--- src/rtl/wb_write_queue_if.sv ---
// Bundles the write-queue producer, register-file write port, status and bypass signals.
// slave = the queue itself; master = whatever drives producers and observes the write port.
interface wb_write_queue_if #(
    parameter int DEPTH  = 4,
    parameter int DATA_W = 32,
    parameter int ADDR_W = 5
);
    localparam int CNT_W = $clog2(DEPTH) + 1;

    logic              alu_valid;
    logic              alu_ready;
    logic [ADDR_W-1:0] alu_reg;
    logic [DATA_W-1:0] alu_data;
    logic              mem_valid;
    logic              mem_ready;
    logic [ADDR_W-1:0] mem_reg;
    logic [DATA_W-1:0] mem_data;
    logic              EscReg;
    logic [ADDR_W-1:0] RegW;
    logic [DATA_W-1:0] Dado_Escrito;
    logic [31:0]       pend_mask;
    logic [CNT_W-1:0]  count;
    logic              full;
    logic              empty;
    logic [ADDR_W-1:0] byp_addr;
    logic              byp_hit;
    logic [DATA_W-1:0] byp_data;

    modport slave (
        input  alu_valid, alu_reg, alu_data,
        input  mem_valid, mem_reg, mem_data,
        input  byp_addr,
        output alu_ready, mem_ready,
        output EscReg, RegW, Dado_Escrito,
        output pend_mask, count, full, empty,
        output byp_hit, byp_data
    );

    modport master (
        output alu_valid, alu_reg, alu_data,
        output mem_valid, mem_reg, mem_data,
        output byp_addr,
        input  alu_ready, mem_ready,
        input  EscReg, RegW, Dado_Escrito,
        input  pend_mask, count, full, empty,
        input  byp_hit, byp_data
    );
endinterface

--- src/rtl/wb_write_queue.sv ---
// Write-back queue: ALU/load results -> DEPTH-entry FIFO -> registered register-file write port.
// Latency 2 edges when empty; readiness from registered count only. Optional WB_BYPASS_EN lookup.
module wb_write_queue #(
    parameter int DEPTH  = 4,
    parameter int DATA_W = 32,
    parameter int ADDR_W = 5
) (
    input  logic clock,
    input  logic reset,
    wb_write_queue_if.slave bus
);
    localparam int PTR_W = $clog2(DEPTH);
    localparam int CNT_W = PTR_W + 1;

    logic [ADDR_W-1:0] reg_q  [DEPTH];
    logic [ADDR_W-1:0] reg_d  [DEPTH];
    logic [DATA_W-1:0] data_q [DEPTH];
    logic [DATA_W-1:0] data_d [DEPTH];
    logic [PTR_W-1:0]  wr_ptr_q, wr_ptr_d;
    logic [PTR_W-1:0]  rd_ptr_q, rd_ptr_d;
    logic [CNT_W-1:0]  count_q, count_d;
    logic              esc_reg_q, esc_reg_d;
    logic [ADDR_W-1:0] reg_w_q, reg_w_d;
    logic [DATA_W-1:0] dado_q, dado_d;

    logic              mem_rdy, alu_rdy;
    logic              mem_push, alu_push, pop;
    logic [PTR_W-1:0]  alu_slot;
    logic [31:0]       pend_mask_c;

    // A same-cycle pop never grants credit; the ALU yields the last slot to a pending load.
    assign mem_rdy = ~reset & (count_q < CNT_W'(DEPTH));
    assign alu_rdy = ~reset & ((count_q <= CNT_W'(DEPTH - 2)) |
                               ((count_q == CNT_W'(DEPTH - 1)) & ~bus.mem_valid));

    assign mem_push = bus.mem_valid & mem_rdy & (bus.mem_reg != '0);
    assign alu_push = bus.alu_valid & alu_rdy & (bus.alu_reg != '0);
    assign pop      = (count_q != '0);
    assign alu_slot = wr_ptr_q + PTR_W'(mem_push);

    always_comb begin
        reg_d     = reg_q;
        data_d    = data_q;
        rd_ptr_d  = rd_ptr_q;
        esc_reg_d = 1'b0;
        reg_w_d   = reg_w_q;
        dado_d    = dado_q;
        if (pop) begin
            esc_reg_d = 1'b1;
            reg_w_d   = reg_q[rd_ptr_q];
            dado_d    = data_q[rd_ptr_q];
            rd_ptr_d  = rd_ptr_q + PTR_W'(1);
        end
        if (mem_push) begin
            reg_d[wr_ptr_q]  = bus.mem_reg;
            data_d[wr_ptr_q] = bus.mem_data;
        end
        if (alu_push) begin
            reg_d[alu_slot]  = bus.alu_reg;
            data_d[alu_slot] = bus.alu_data;
        end
        wr_ptr_d = wr_ptr_q + PTR_W'(mem_push) + PTR_W'(alu_push);
        count_d  = count_q + CNT_W'(mem_push) + CNT_W'(alu_push) - CNT_W'(pop);
    end

    always_ff @(posedge clock or posedge reset) begin
        if (reset) begin
            for (int i = 0; i < DEPTH; i++) begin
                reg_q[i]  <= '0;
                data_q[i] <= '0;
            end
            wr_ptr_q  <= '0;
            rd_ptr_q  <= '0;
            count_q   <= '0;
            esc_reg_q <= 1'b0;
            reg_w_q   <= '0;
            dado_q    <= '0;
        end else begin
            reg_q     <= reg_d;
            data_q    <= data_d;
            wr_ptr_q  <= wr_ptr_d;
            rd_ptr_q  <= rd_ptr_d;
            count_q   <= count_d;
            esc_reg_q <= esc_reg_d;
            reg_w_q   <= reg_w_d;
            dado_q    <= dado_d;
        end
    end

    always_comb begin
        logic [PTR_W-1:0] pm_idx;
        pm_idx      = '0;
        pend_mask_c = '0;
        if (esc_reg_q) pend_mask_c[reg_w_q] = 1'b1;
        for (int i = 0; i < DEPTH; i++) begin
            pm_idx = rd_ptr_q + PTR_W'(i);
            if (CNT_W'(i) < count_q) pend_mask_c[reg_q[pm_idx]] = 1'b1;
        end
        pend_mask_c[0] = 1'b0;
    end

    assign bus.alu_ready    = alu_rdy;
    assign bus.mem_ready    = mem_rdy;
    assign bus.EscReg       = esc_reg_q;
    assign bus.RegW         = reg_w_q;
    assign bus.Dado_Escrito = dado_q;
    assign bus.pend_mask    = pend_mask_c;
    assign bus.count        = count_q;
    assign bus.full         = (count_q == CNT_W'(DEPTH));
    assign bus.empty        = (count_q == '0);

`ifdef WB_BYPASS_EN
    // Scan oldest to youngest so the youngest match overrides the output stage.
    always_comb begin
        logic [PTR_W-1:0] bp_idx;
        bp_idx       = '0;
        bus.byp_hit  = 1'b0;
        bus.byp_data = '0;
        if (bus.byp_addr != '0) begin
            if (esc_reg_q && (reg_w_q == bus.byp_addr)) begin
                bus.byp_hit  = 1'b1;
                bus.byp_data = dado_q;
            end
            for (int i = 0; i < DEPTH; i++) begin
                bp_idx = rd_ptr_q + PTR_W'(i);
                if ((CNT_W'(i) < count_q) && (reg_q[bp_idx] == bus.byp_addr)) begin
                    bus.byp_hit  = 1'b1;
                    bus.byp_data = data_q[bp_idx];
                end
            end
        end
    end
`else
    // Lookup address is deliberately ignored when the bypass is compiled out.
    logic unused_byp_addr;
    assign unused_byp_addr = ^bus.byp_addr;
    assign bus.byp_hit     = 1'b0;
    assign bus.byp_data    = '0;
`endif

endmodule

--- src/flat_wrapper.sv ---
// flat-port wrapper written by rule: the top's interface ports become plain ports
module wb_write_queue_flat 
#(
    parameter int DEPTH  = 4,
    parameter int DATA_W = 32,
    parameter int ADDR_W = 5
)
  (clock, reset, bus_alu_valid, bus_alu_reg, bus_alu_data, bus_mem_valid, bus_mem_reg, bus_mem_data, bus_byp_addr, bus_alu_ready, bus_mem_ready, bus_EscReg, bus_RegW, bus_Dado_Escrito, bus_pend_mask, bus_count, bus_full, bus_empty, bus_byp_hit, bus_byp_data);
  wb_write_queue_if #(.DEPTH(DEPTH), .DATA_W(DATA_W), .ADDR_W(ADDR_W)) bus_i ();
  input  logic clock;
  input  logic reset;
  input wire logic [$bits(bus_i.alu_valid)-1:0] bus_alu_valid;
  input wire logic [$bits(bus_i.alu_reg)-1:0] bus_alu_reg;
  input wire logic [$bits(bus_i.alu_data)-1:0] bus_alu_data;
  input wire logic [$bits(bus_i.mem_valid)-1:0] bus_mem_valid;
  input wire logic [$bits(bus_i.mem_reg)-1:0] bus_mem_reg;
  input wire logic [$bits(bus_i.mem_data)-1:0] bus_mem_data;
  input wire logic [$bits(bus_i.byp_addr)-1:0] bus_byp_addr;
  output wire logic [$bits(bus_i.alu_ready)-1:0] bus_alu_ready;
  output wire logic [$bits(bus_i.mem_ready)-1:0] bus_mem_ready;
  output wire logic [$bits(bus_i.EscReg)-1:0] bus_EscReg;
  output wire logic [$bits(bus_i.RegW)-1:0] bus_RegW;
  output wire logic [$bits(bus_i.Dado_Escrito)-1:0] bus_Dado_Escrito;
  output wire logic [$bits(bus_i.pend_mask)-1:0] bus_pend_mask;
  output wire logic [$bits(bus_i.count)-1:0] bus_count;
  output wire logic [$bits(bus_i.full)-1:0] bus_full;
  output wire logic [$bits(bus_i.empty)-1:0] bus_empty;
  output wire logic [$bits(bus_i.byp_hit)-1:0] bus_byp_hit;
  output wire logic [$bits(bus_i.byp_data)-1:0] bus_byp_data;
  assign bus_i.alu_valid = bus_alu_valid;
  assign bus_i.alu_reg = bus_alu_reg;
  assign bus_i.alu_data = bus_alu_data;
  assign bus_i.mem_valid = bus_mem_valid;
  assign bus_i.mem_reg = bus_mem_reg;
  assign bus_i.mem_data = bus_mem_data;
  assign bus_i.byp_addr = bus_byp_addr;
  assign bus_alu_ready = bus_i.alu_ready;
  assign bus_mem_ready = bus_i.mem_ready;
  assign bus_EscReg = bus_i.EscReg;
  assign bus_RegW = bus_i.RegW;
  assign bus_Dado_Escrito = bus_i.Dado_Escrito;
  assign bus_pend_mask = bus_i.pend_mask;
  assign bus_count = bus_i.count;
  assign bus_full = bus_i.full;
  assign bus_empty = bus_i.empty;
  assign bus_byp_hit = bus_i.byp_hit;
  assign bus_byp_data = bus_i.byp_data;
  wb_write_queue #(.DEPTH(DEPTH), .DATA_W(DATA_W), .ADDR_W(ADDR_W)) u_core (.clock(clock), .reset(reset), .bus(bus_i));
endmodule
--- config.mk ---
export PLATFORM = sky130hd
export DESIGN_NAME = wb_write_queue_flat
export DESIGN_NICKNAME = d
export VERILOG_FILES = /design/src/rtl/wb_write_queue_if.sv /design/src/rtl/wb_write_queue.sv /design/src/flat_wrapper.sv
export SDC_FILE = /design/constraint.sdc
export NUM_CORES = 1
export LEC_CHECK = 0
export CAP_MARGIN = 20
export CORE_ASPECT_RATIO = 1.4
export CORE_MARGIN = 3
export CORE_UTILIZATION = 45
export DETAILED_ROUTE_END_ITERATION = 8
export PLACE_DENSITY = 0.67
export SYNTH_ARGS = -nofsm -noshare
export SYNTH_HDL_FRONTEND = slang
export SYNTH_SLANG_ARGS = --single-unit
--- constraint.sdc ---
create_clock -name clock -period 8.91 [get_ports clock]
set_input_delay 1.3365 -clock clock [delete_from_list [all_inputs] [get_ports clock]]
set_output_delay 1.3365 -clock clock [all_outputs]
set_load 0.1 [all_outputs]
==> results by group <==
GRT
  – Initial antenna violation count: 1
  – GRT Residual Overflow: 0
  – Vias in the first global route: between 8000 and 9000
  – First-pass GRT wire length: 51100 um
  – Largest net degree at the start of global routing: 130
  – Total GRT Usage: 22.3%

Clock tree
  – # clock sinks: 193
  – Worst-path clk slew: around 0.07 ns
  – CTS tree: built
  – CTS H-tree depth: 4
  – Total CTS buffers: 17
  – Gates resized, CTS repair: 0
  – Clock Tree Root: clkbuf_16
  – Post-CTS Hold Buffers: 0
  – Postcts setup bufs: 0
  – Clk buf depth: 2
  – Clock latency on the worst-skew pair: between 0.4 and 0.5 ns

Critical path
  – Critical-path maximum fanout: 25
  – CP arrival: 4.02 ns
  – WS Path Type: reg -> out
  – Startpoint types: flop
  – Setup crit end kind: output port
  – Req. time, crit path: 7.57 ns

Drt
  – Via count: 8533
  – Pre-antenna DRT Iters: 5
  – DRC: 0
  – Metal2 WL: 17300 um
  – Routed vias/inst: 5.66
  – DRT iter0 DRCs: 449
  – Metal3 WL: 1610 um
  – Wirelength per Cell: between 20 and 25 um
  – M1 WL: between 10000 and 15000 um
  – Routed Antenna Nets: 0
  – Top layer in use: met5
  – Final WL: 32600 um

Floorplan
  – Die width: 145 um
  – IO Pins: a little under 200
  – Area of the core: 26400 sq um
  – Starting density of the core: 46.2%
  – Std-Cell Rows: 70
  – Die outline area: roughly 29000 sq um
  – Die height: 201 um

STA
  – Hold WS: 0.466 ns
  – Max-slew violations: 0
  – Period utilization: 60.1%
  – Final-report hold violation count: 0
  – PnR worst setup slack: 3.55 ns
  – Worst slew pin tran: 1.03 ns
  – Final setup violation count: 0
  – Post-layout minimum cycle time: 5.36 ns
  – Setup TNS Final: 0 ns
  – Max-slew headroom: 31.1%
  – Fin Clk Skew: around 0.0099 ns
  – Fmax achieved: 187 MHz
  – RSZ-0062 raised after global routing: no

Run status
  – Outcome: finished, final reports clean

Yosys
  – Mean post-synth cell area: 12.0 sq um
  – Post-synth EDFFs: 0
  – Synth warn: 0
  – Post-synthesis sequential area ratio: ~40%
  – Fraction of registers with async set/reset: 100%
  – Yosys reg bits: approximately 190
  – Main flop type after synthesis: dfrtp_1
  – Cell Area, Synth: 12200 sq um
  – Synth unique cells: 42
  – Cell count after synthesis: 1012

Final layout
  – Fraction of layout cells with a size suffix above 1: between 20% and 30%
  – Filler cells: 2249
  – Area growth from synthesis to layout: 17.8%
  – Layout Nets: around 1200

Placed design
  – Buffers added on ports: 153
  – Place WS: 3.55 ns
  – Post-DP HPWL: 21900 um
  – Gpl congestion: just over 0.9

Hold path
  – Worst hold-check path type: reg -> reg

Flow run
  – Max-cap violations: 0
==> routing by layer <==
layer / global-route usage, % / up-vias
li1: - / 3872
met1: 26.1 / 4310
met2: 40.6 / 285
met3: 4.34 / 64
met4: 7.74 / 2
met5: 0 / -
==> cell type report <==
type / count / area (sq um) / share of cell area [%]
clock inverter: 6 / 82.6 / 0.576
tap: 360 / 450 / 3.14
timing repair buffer: 166 / 1640 / 11.4
multi-input combinational: 750 / 6820 / 47.5
clock buffer: 24 / 482 / 3.36
sequential: 193 / 4830 / 33.7
inverter: 7 / 33.8 / 0.236
antenna: 1 / 2.50 / 0.0175
==> sequential cells by signal, summed over array words and instances (netlist names) <==
| name | count |
|---|---|
| u_core.wr_ptr_q | 2 |
| u_core.rd_ptr_q | 2 |
| u_core.bus.Dado_Escrito | 32 |
| u_core.bus.RegW | 5 |
| u_core.reg_q | 20 |
| u_core.bus.count | 3 |
| u_core.bus.EscReg | 1 |
| u_core.data_q | 128 |
==> cells in the final DEF, fill, tap and decap left out, types with 12 or more instances in the layout <==
cell type	n
nor2_1	25
clkbuf_16	17
nand2_1	146
clkdlybuf4s50_1	153
nand3_1	41
conb_1	34
nor2b_1	20
mux2_2	194
mux2_1	78
mux2_4	30
a22oi_1	58
dfrtp_1	191
buf_4	12
mux4_2	50
==> cell usage after synthesis (3+ instances only) <==
master    number  area, sq um
mux2_2       194         2180
ha_1           6         75.1
nand3b_1       3         22.5
and3b_1        3         26.3
nand2b_1       7         43.8
nor2b_1       20          125
a22oi_1       58          435
mux2i_1        3         30.0
nand2_1      146          548
nor3_1        11         55.1
and3_1         3         18.8
and2_1         5         31.3
nor2_1        25         93.8
mux2_4        30          450
buf_6          8         90.1
nand3_1       42          210
mux2_1        78          878
buf_1         10         37.5
buf_8          6         90.1
nor3b_1       10         75.1
a32oi_1        4         35.0
xnor2_1        5         43.8
mux4_2        50         1130
clkbuf_1      17         63.8
dfrtp_1      193         4830
buf_2         18         90.1
buf_4         34          255
inv_1          6         22.5
==> through the flow <==
stage	cells	util (%)	cell area (sq um)
4_1_cts	1505	54.3	14300
3_3_place_gp	1475	52.2	13800
6_report	1507	54.4	14300
3_5_place_dp	1475	52.2	13800
5_1_grt	1506	54.4	14300
2_1_floorplan	1045	-	12300
==> worst max-delay path, stage by stage (launching register included) <==
cell and delay, ns:
dfrtp_4 0.69, mux4_2 0.68, nand2b_1 0.27, nor3b_1 0.46, a22oi_1 0.17, nand3_1 0.15, clkdlybuf4s50_1 1.15
==> cells by family (layout without fill, tap and decap cells) <==
kind of cell             count (synthesis)  count (layout)  synth area share (%)
AO/OA/AOI/OAI                           65              65                  4.17
XOR/XNOR                                 5               5                 0.360
adder cells (fa/ha/maj)                  8               8                 0.946
buffers and inverters                  102             203                  5.45
flip-flops                             193             193                  39.7
multiplexers                           355             355                  38.4
other                                    1              35                0.0308
AND/OR/NAND/NOR                        283             283                  11.0
==> path summary, 6_finish.rpt <==
path | startpoint | to | slack, ns | cells after the start
max | u_core.rd_ptr_q[0] | bus_pend_mask[20] | 3.55 | 6
min | u_core.bus.Dado_Escrito[30] | u_core.bus.Dado_Escrito[30] | 0.47 | 2
max reg2reg | u_core.bus.count[2] | u_core.data_q[6] | 5.51 | 8
min reg2reg | u_core.bus.Dado_Escrito[30] | u_core.bus.Dado_Escrito[30] | 0.47 | 2
max in group asynchronous | reset | u_core.data_q[6] | 5.86 | 3
min in group asynchronous | reset | u_core.data_q[70] | 1.55 | 2
Power is left out: the tool's default activity adds up to more than one toggle a clock period on the data nets, which glitch-free logic cannot reach.
